$ cat src/rtl/pipelined_addsub_nbit.sv
// -----------------------------------------------------------------------------
// pipelined_addsub_nbit
//   WIDTH-bit adder/subtractor. The carry chain is cut into STAGES registered
//   ripple segments of CHUNK = WIDTH/STAGES bits, so one result per cycle at
//   STAGES cycles of latency.
//
// Ports
//   clk        rising-edge clock
//   rst        asynchronous, active-high reset
//   in_valid   operand beat valid
//   in_ready   beat can be accepted this cycle (combinational)
//   a, b       operands
//   cin        carry-in (borrow-in when sub=1)
//   sub        0: a+b+cin   1: a-b-cin
//   out_valid  result beat valid
//   out_ready  downstream accepts result
//   sum        result modulo 2^WIDTH
//   cout       carry out of MSB (sub: 1 = no borrow)
//   overflow   signed overflow
// -----------------------------------------------------------------------------
module pipelined_addsub_nbit #(
  parameter int WIDTH  = 16,
  parameter int STAGES = 4
) (
  input  logic             clk,
  input  logic             rst,
  input  logic             in_valid,
  output logic             in_ready,
  input  logic [WIDTH-1:0] a,
  input  logic [WIDTH-1:0] b,
  input  logic             cin,
  input  logic             sub,
  output logic             out_valid,
  input  logic             out_ready,
  output logic [WIDTH-1:0] sum,
  output logic             cout,
  output logic             overflow
);

  localparam int CHUNK = WIDTH / STAGES;

  if (STAGES < 1 || (WIDTH % STAGES) != 0) begin : g_bad_cfg
    $error("pipelined_addsub_nbit: WIDTH (%0d) must be a multiple of STAGES (%0d)",
           WIDTH, STAGES);
  end

  // Whole pipeline moves together; it only stops when the output holds an
  // unconsumed beat. Bubbles are carried, never collapsed.
  logic advance;
  assign advance  = !g_stg[STAGES-1].v_q || out_ready;
  assign in_ready = advance;

  for (genvar k = 0; k < STAGES; k++) begin : g_stg
    localparam int UPW = WIDTH - k*CHUNK;  // operand bits not yet consumed
    localparam int SW  = (k+1)*CHUNK;      // sum bits known after this stage

    logic [UPW-1:0]   a_x, b_x;            // stage inputs
    logic             c_x, v_x;
    logic [CHUNK-1:0] sl;                  // this stage's sum slice
    logic [CHUNK:0]   cc;                  // ripple carries
    logic             co;
    logic [SW-1:0]    s_d, s_q;            // deskewed sum, low bits
    logic             c_q, v_q;

    if (k == 0) begin : g_in
      // Subtraction folds into the add as a + ~b + !cin.
      assign a_x = a;
      assign b_x = b ^ {WIDTH{sub}};
      assign c_x = cin ^ sub;
      assign v_x = in_valid;
      assign s_d = sl;
    end else begin : g_in
      assign a_x = g_stg[k-1].g_skew.a_q;
      assign b_x = g_stg[k-1].g_skew.b_q;
      assign c_x = g_stg[k-1].c_q;
      assign v_x = g_stg[k-1].v_q;
      assign s_d = {sl, g_stg[k-1].s_q};
    end

    always_comb begin
      cc    = '0;
      sl    = '0;
      cc[0] = c_x;
      for (int i = 0; i < CHUNK; i++) begin
        sl[i]   = a_x[i] ^ b_x[i] ^ cc[i];
        cc[i+1] = (a_x[i] & b_x[i]) | (cc[i] & (a_x[i] ^ b_x[i]));
      end
    end
    assign co = cc[CHUNK];

    // Bubble data is zeroed so idle slots read as clean zeros.
    always_ff @(posedge clk or posedge rst) begin
      if (rst) begin
        v_q <= 1'b0;
        c_q <= 1'b0;
        s_q <= '0;
      end else if (advance) begin
        v_q <= v_x;
        c_q <= v_x & co;
        s_q <= v_x ? s_d : '0;
      end
    end

    if (k < STAGES-1) begin : g_skew
      // Upper operand bits waiting for their stage.
      logic [UPW-CHUNK-1:0] a_q, b_q;
      always_ff @(posedge clk or posedge rst) begin
        if (rst) begin
          a_q <= '0;
          b_q <= '0;
        end else if (advance) begin
          a_q <= v_x ? a_x[UPW-1:CHUNK] : '0;
          b_q <= v_x ? b_x[UPW-1:CHUNK] : '0;
        end
      end
    end else begin : g_last
      // Carry into the MSB recovered from the MSB sum bit (s = a^b^cin);
      // with CHUNK=1 this is just the registered carry of the prior stage.
      logic cm;
      logic ovf_q;
      assign cm = a_x[CHUNK-1] ^ b_x[CHUNK-1] ^ sl[CHUNK-1];
      always_ff @(posedge clk or posedge rst) begin
        if (rst)          ovf_q <= 1'b0;
        else if (advance) ovf_q <= v_x & (cm ^ co);
      end
    end
  end

  assign out_valid = g_stg[STAGES-1].v_q;
  assign sum       = g_stg[STAGES-1].s_q;
  assign cout      = g_stg[STAGES-1].c_q;
  assign overflow  = g_stg[STAGES-1].g_last.ovf_q;

endmodule

$ cat config.mk
export PLATFORM = sky130hd
export DESIGN_NAME = pipelined_addsub_nbit
export DESIGN_NICKNAME = d
export VERILOG_FILES = /design/src/rtl/pipelined_addsub_nbit.sv
export SDC_FILE = /design/constraint.sdc
export NUM_CORES = 1
export LEC_CHECK = 0
export BUFFER_PORTS_ARGS = -buffer_cell sky130_fd_sc_hd__buf_2
export CAP_MARGIN = 20
export CELL_PAD_IN_SITES_DETAIL_PLACEMENT = 1
export CELL_PAD_IN_SITES_GLOBAL_PLACEMENT = 1
export CORE_UTILIZATION = 49
export DETAILED_ROUTE_END_ITERATION = 12
export HOLD_SLACK_MARGIN = 0.03
export PLACE_DENSITY_LB_ADDON = 0.1
export SETUP_SLACK_MARGIN = 0.02
export SLEW_MARGIN = 30
export SYNTH_ARGS = -nofsm -noshare
export SYNTH_HDL_FRONTEND = slang
export SYNTH_SLANG_ARGS = --single-unit
export TNS_END_PERCENT = 5
$ cat constraint.sdc
create_clock -name clk -period 6.95 [get_ports clk]
set_clock_uncertainty 0.15 [all_clocks]
set_input_delay 1.0425 -clock clk [delete_from_list [all_inputs] [get_ports clk]]
set_output_delay 1.0425 -clock clk [all_outputs]
set_load 0.02 [all_outputs]
After elaboration in Yosys (flattened, before gate mapping)
Cells that the tools add are included.
- flip-flop bits (word level): 97
- input port bits: 38
- output and inout bits: 20
- logic and storage cells: 120
- mux-type cells: 10
- bitwise operators: 89
- reductions and logical operators: 2
- operators by type and width (cell ; count):
    1-bit bitwise AND ; 37
    12-bit two-way mux ; 3
    1-bit bitwise XOR ; 35
    8-bit two-way mux ; 3
    16-bit two-way mux ; 1
    1-bit OR ; 16
    16-bit bitwise XOR ; 1
    4-bit two-way mux ; 3
    1-bit logical NOT ; 1
    1-bit logical OR ; 1

Depth between registers and ports, before layout
- depth after elaboration: 11
- depth in mapped cells: 9

Least setup slack after synthesis
OpenSTA, ideal clock, no wires.
- kind: input to register
- from: in sub
- to: reg g_stg[0].s_q[3]
- library setup time: 95 ps
- arrival: 3304 ps
- required time: 6705 ps
- path slack: 3401 ps
- stages on the path: 9
- path through: buf_4 buf_4 xor2_1 fa_1 inv_1 fa_1 fa_1 fa_1 o31ai_1
- word-level cells in the longest chain between the ends: 10
- elaborated cells on any way between the ends: 17
- RTL lines (what ; line ; text):
    from (decl) ; 32 ; input logic sub,
    16-bit bitwise XOR ; 68 ; assign b_x = b ^ {WIDTH{sub}};
    1-bit bitwise XOR ; 86 ; cc[i+1] = (a_x[i] & b_x[i]) | (cc[i] & (a_x[i] ^ b_x[i]));
    1-bit bitwise AND ; 86 ;
    1-bit OR ; 86 ;
    1-bit bitwise AND ; 86 ;
    1-bit OR ; 86 ;
    1-bit bitwise AND ; 86 ;
    1-bit OR ; 86 ;
    1-bit bitwise XOR (*) ; 85 ; sl[i] = a_x[i] ^ b_x[i] ^ cc[i];
    4-bit two-way mux (*) ; 100 ; s_q <= v_x ? s_d : '0;
    to (signal assigned) ; 100 ;
    to (decl) ; 62 ; logic [SW-1:0] s_d, s_q;
Every way passes the cells marked *; elsewhere a longest branch is shown, timed or not.
A chain may end at the register's enable or synchronous reset.

Final worst setup path
- from: in out_ready
- to: out in_ready
- word-level cells in the longest chain between the ends: 1
- RTL lines (what ; line ; text):
    from (decl) ; 34 ; input logic out_ready,
    1-bit logical OR ; 50 ; assign advance = !g_stg[STAGES-1].v_q || out_ready;
    to (decl) ; 28 ; output logic in_ready,
No other way between the ends.

==> results.yml <==
grt:
  grt_overflow: 0
  grt_max_degree: 83
  grt_pass1_vias: 3443
  grt_pass1_wl_um: 17600
  track_usage_pct: 23.0
  antenna_found_initial: 0
sta:
  finalHoldViolCount: 0
  rsz0062_at_grt: "false"
  slew_headroom_pct: 44.2
  finalSetupTns_ns: 0
  tightest_slew_ns: 0.838
  finalMaxSlewViolations: 0
  fin_crit_sh_pct: 56.8
  setup_viol: 0
  fmax_mhz: 253
  fin_crit_ns: 3.95
setup_path:
  worstRegToRegCells: 5
  ff2ff_setup_slack_ns: 4.18
  crit_chain: "buf_2 -> buf_4 -> nor2b_4 -> buf_4 -> inv_4 -> buf_2"
  crit_buf_inv: 5
  cp_slowest_stage_delay_ns: 0.61
  required_ns: 5.76
  timing.critical_path.max_delay_family: "buffers and inverters"
  endpoint_kind: "output pin"
  r2r-start: "out_valid"
  crit_type: "in2out"
  r2r_end: "g_stg[1].s_q[4]"
  crit_path_top_delay_cell: "buf_4"
  worstPathMaxFanout: 81
  arrival_ns: 2.76
  critPathLaunchType: "input pin"
clocking:
  clkLatencyLatePin_ns: 0.36
  cts_tree: "built"
  cts_made_buffers: 9
  clockBufferDepth: 2
  clock-sinks: 97
  cts-root-buf: "clkbuf_8"
  hold_buffers: 0
  cts_htree_levels: 3
  cts_resized: 0
  cts_setup_buffers: 0
  path_clk_slew_ns: 0.08
logic_synthesis:
  synth_fp_nets: 497
  synth_area_leaders: "dfrtp_1, nand3b_1, fa_1, o21ai_0, nand2_1"
  ys_seq_elements: 97
  syn_avg_cell_area_um2: 10.6
  synth_area_leader_cell: "dfrtp_1"
  syn_area_um2: 4700
  yosysUniqueCellTypes: 20
  yosysWarnings: 0
  synthCells: 443
  yosysSeqAreaShare_pct: 51.6
  yosysTopAreaCellShare_pct: 51.6
floorplan:
  pin_count: 58
  start_util_pct: 50.6
  die_y_um: 100
  core_area_um2: 9280
  die_w_um: 100
  rows: 35
  die_area_um2: 9990
pwr:
  p_per_area_nw_per_um2: 317
  peakVddDrop_uv: 155
  leakagePower_nw: 2.33
routing:
  viasPerCell: 5.38
  ant_nets: 0
  wl_met3_um: 214
  routed.top_layer: "met4"
  drtIter0Drc: 135
  totalWireLength_um: 10200
  drc: 0
  wl_met2_um: 5070
  vias: 3285
  wl_per_cell_um: 16.7
  wl_met1_um: 4700
  dr.pass1.iters: 4
min_path:
  whs_path_depth: 2
  hold_path_class: "reg2reg"
  min_to: "sum[2]"
  hp-start: "sum[2]"
placement:
  place_congestion: 0.748
  port_buffers: 57
  post-dp-hpwl_um: 6380
final_layout:
  area_growth_pct: 9.90
  drive_gt1_share_pct: 17.6
  fin_util_pct: 55.7
  final_nets: 532
  antenna_cells: 0
run_status:
  status: "completed"
run:
  cap_violations: 0
==> tightest hold or removal path, cell delays in order, from the launching register on <==
cell	delay, ns
dfrtp_1	0.35
nand3b_1	0.07
o21ai_0	0.06
==> worst max-delay path by stage <==
stage	startpoint	endpoint	slack, ns	cells after the start
2_1_floorplan	rst	cout	3.22	1
3_3_place_gp	out_ready	in_ready	2.98	6
3_5_place_dp	out_ready	in_ready	2.98	6
4_1_cts	out_valid	in_ready	2.96	5
5_1_grt	out_valid	in_ready	2.76	5
6_report	out_ready	in_ready	3.00	6
==> synthesized netlist by cell type <==
library cell / count
buf_2: 2
buf_4: 3
buf_6: 3
buf_8: 1
clkbuf_1: 23
clkbuf_2: 5
dfrtp_1: 97
fa_1: 16
inv_1: 24
inv_4: 1
mux2_2: 5
mux2i_1: 11
nand2_1: 71
nand3b_1: 80
nor2b_1: 2
nor2b_2: 1
o21ai_0: 59
o31ai_1: 21
xnor2_1: 16
xor2_1: 2
==> cell usage in the layout (no fill, tap or decap) <==
| cell | instances |
|---|---|
| dfrtp_1 | 95 |
| nand3b_1 | 80 |
| nand2_1 | 71 |
| o21ai_0 | 59 |
| buf_2 | 57 |
| inv_1 | 23 |
| o31ai_1 | 21 |
| xnor2_1 | 16 |
| fa_1 | 16 |
| mux2i_1 | 11 |
| clkbuf_8 | 11 |
| mux2_2 | 5 |
| buf_4 | 4 |
| clkinv_2 | 3 |
| nor2b_1 | 2 |
| xor2_1 | 2 |
| dfrtp_2 | 2 |
| nor2b_4 | 1 |
| inv_4 | 1 |
| clkinvlp_4 | 1 |
| clkbuf_1 | 1 |
==> metal layers <==
layer	GRT usage (%)	vias up
met2	38.9	53
met3	3.55	16
met1	30.3	1665
met4	8.26	0
met5	0	-
li1	-	1551
==> report_power, final <==
group	internal (mW)	total [mW]	switching, mW
sequential	0.709	0.832	0.123
clock	0.147	0.341	0.194
combinational	0.163	0.466	0.302
total	1.02	1.64	0.619
==> logic make-up after synthesis <==
logic type,after synthesis,synth area share (%)
and+or+nand+nor,154,18.9
buffers and inverters,62,6.15
DFF,97,51.6
adders and majority gates,16,6.81
muxes,16,3.54
xor gates and xnor gates,18,3.35
AOI/OAI and AO/OA,80,9.63
==> per-stage QoR <==
stage               cell area, µm²  setup WS, ns  cells  hold WS (ns)  power, mW
finish                        5170          3.00    611         0.364       1.64
global route                  5170          2.76    611         0.399       1.76
CTS                           5170          2.96    611         0.373       1.66
detailed placement            4990          2.98    596         0.349       1.32
global placement              4990          2.98    596         0.346       1.30
floorplan                     4700          3.22    443         0.330       1.17
==> area by class of cell <==
| cell class | count | area (µm²) |
|---|---|---|
| fill | 1071 | 4120 |
| clock buffer | 12 | 155 |
| clock inverter | 3 | 17.5 |
| sequential | 97 | 2430 |
| inverter | 25 | 97.6 |
| multi-input combinational | 284 | 1990 |
| tap | 129 | 161 |
| timing repair buffer | 61 | 315 |
==> state kept, by name, indices dropped and copies added, names as in the netlist <==
signal,cells
overflow,1
g_stg.c_q,3
g_stg.v_q,3
out_valid,1
g_stg.g_skew.b_q,24
g_stg.g_skew.a_q,24
sum,16
cout,1
g_stg.s_q,24
No activity file was read; power rests on OpenSTA's default activity.
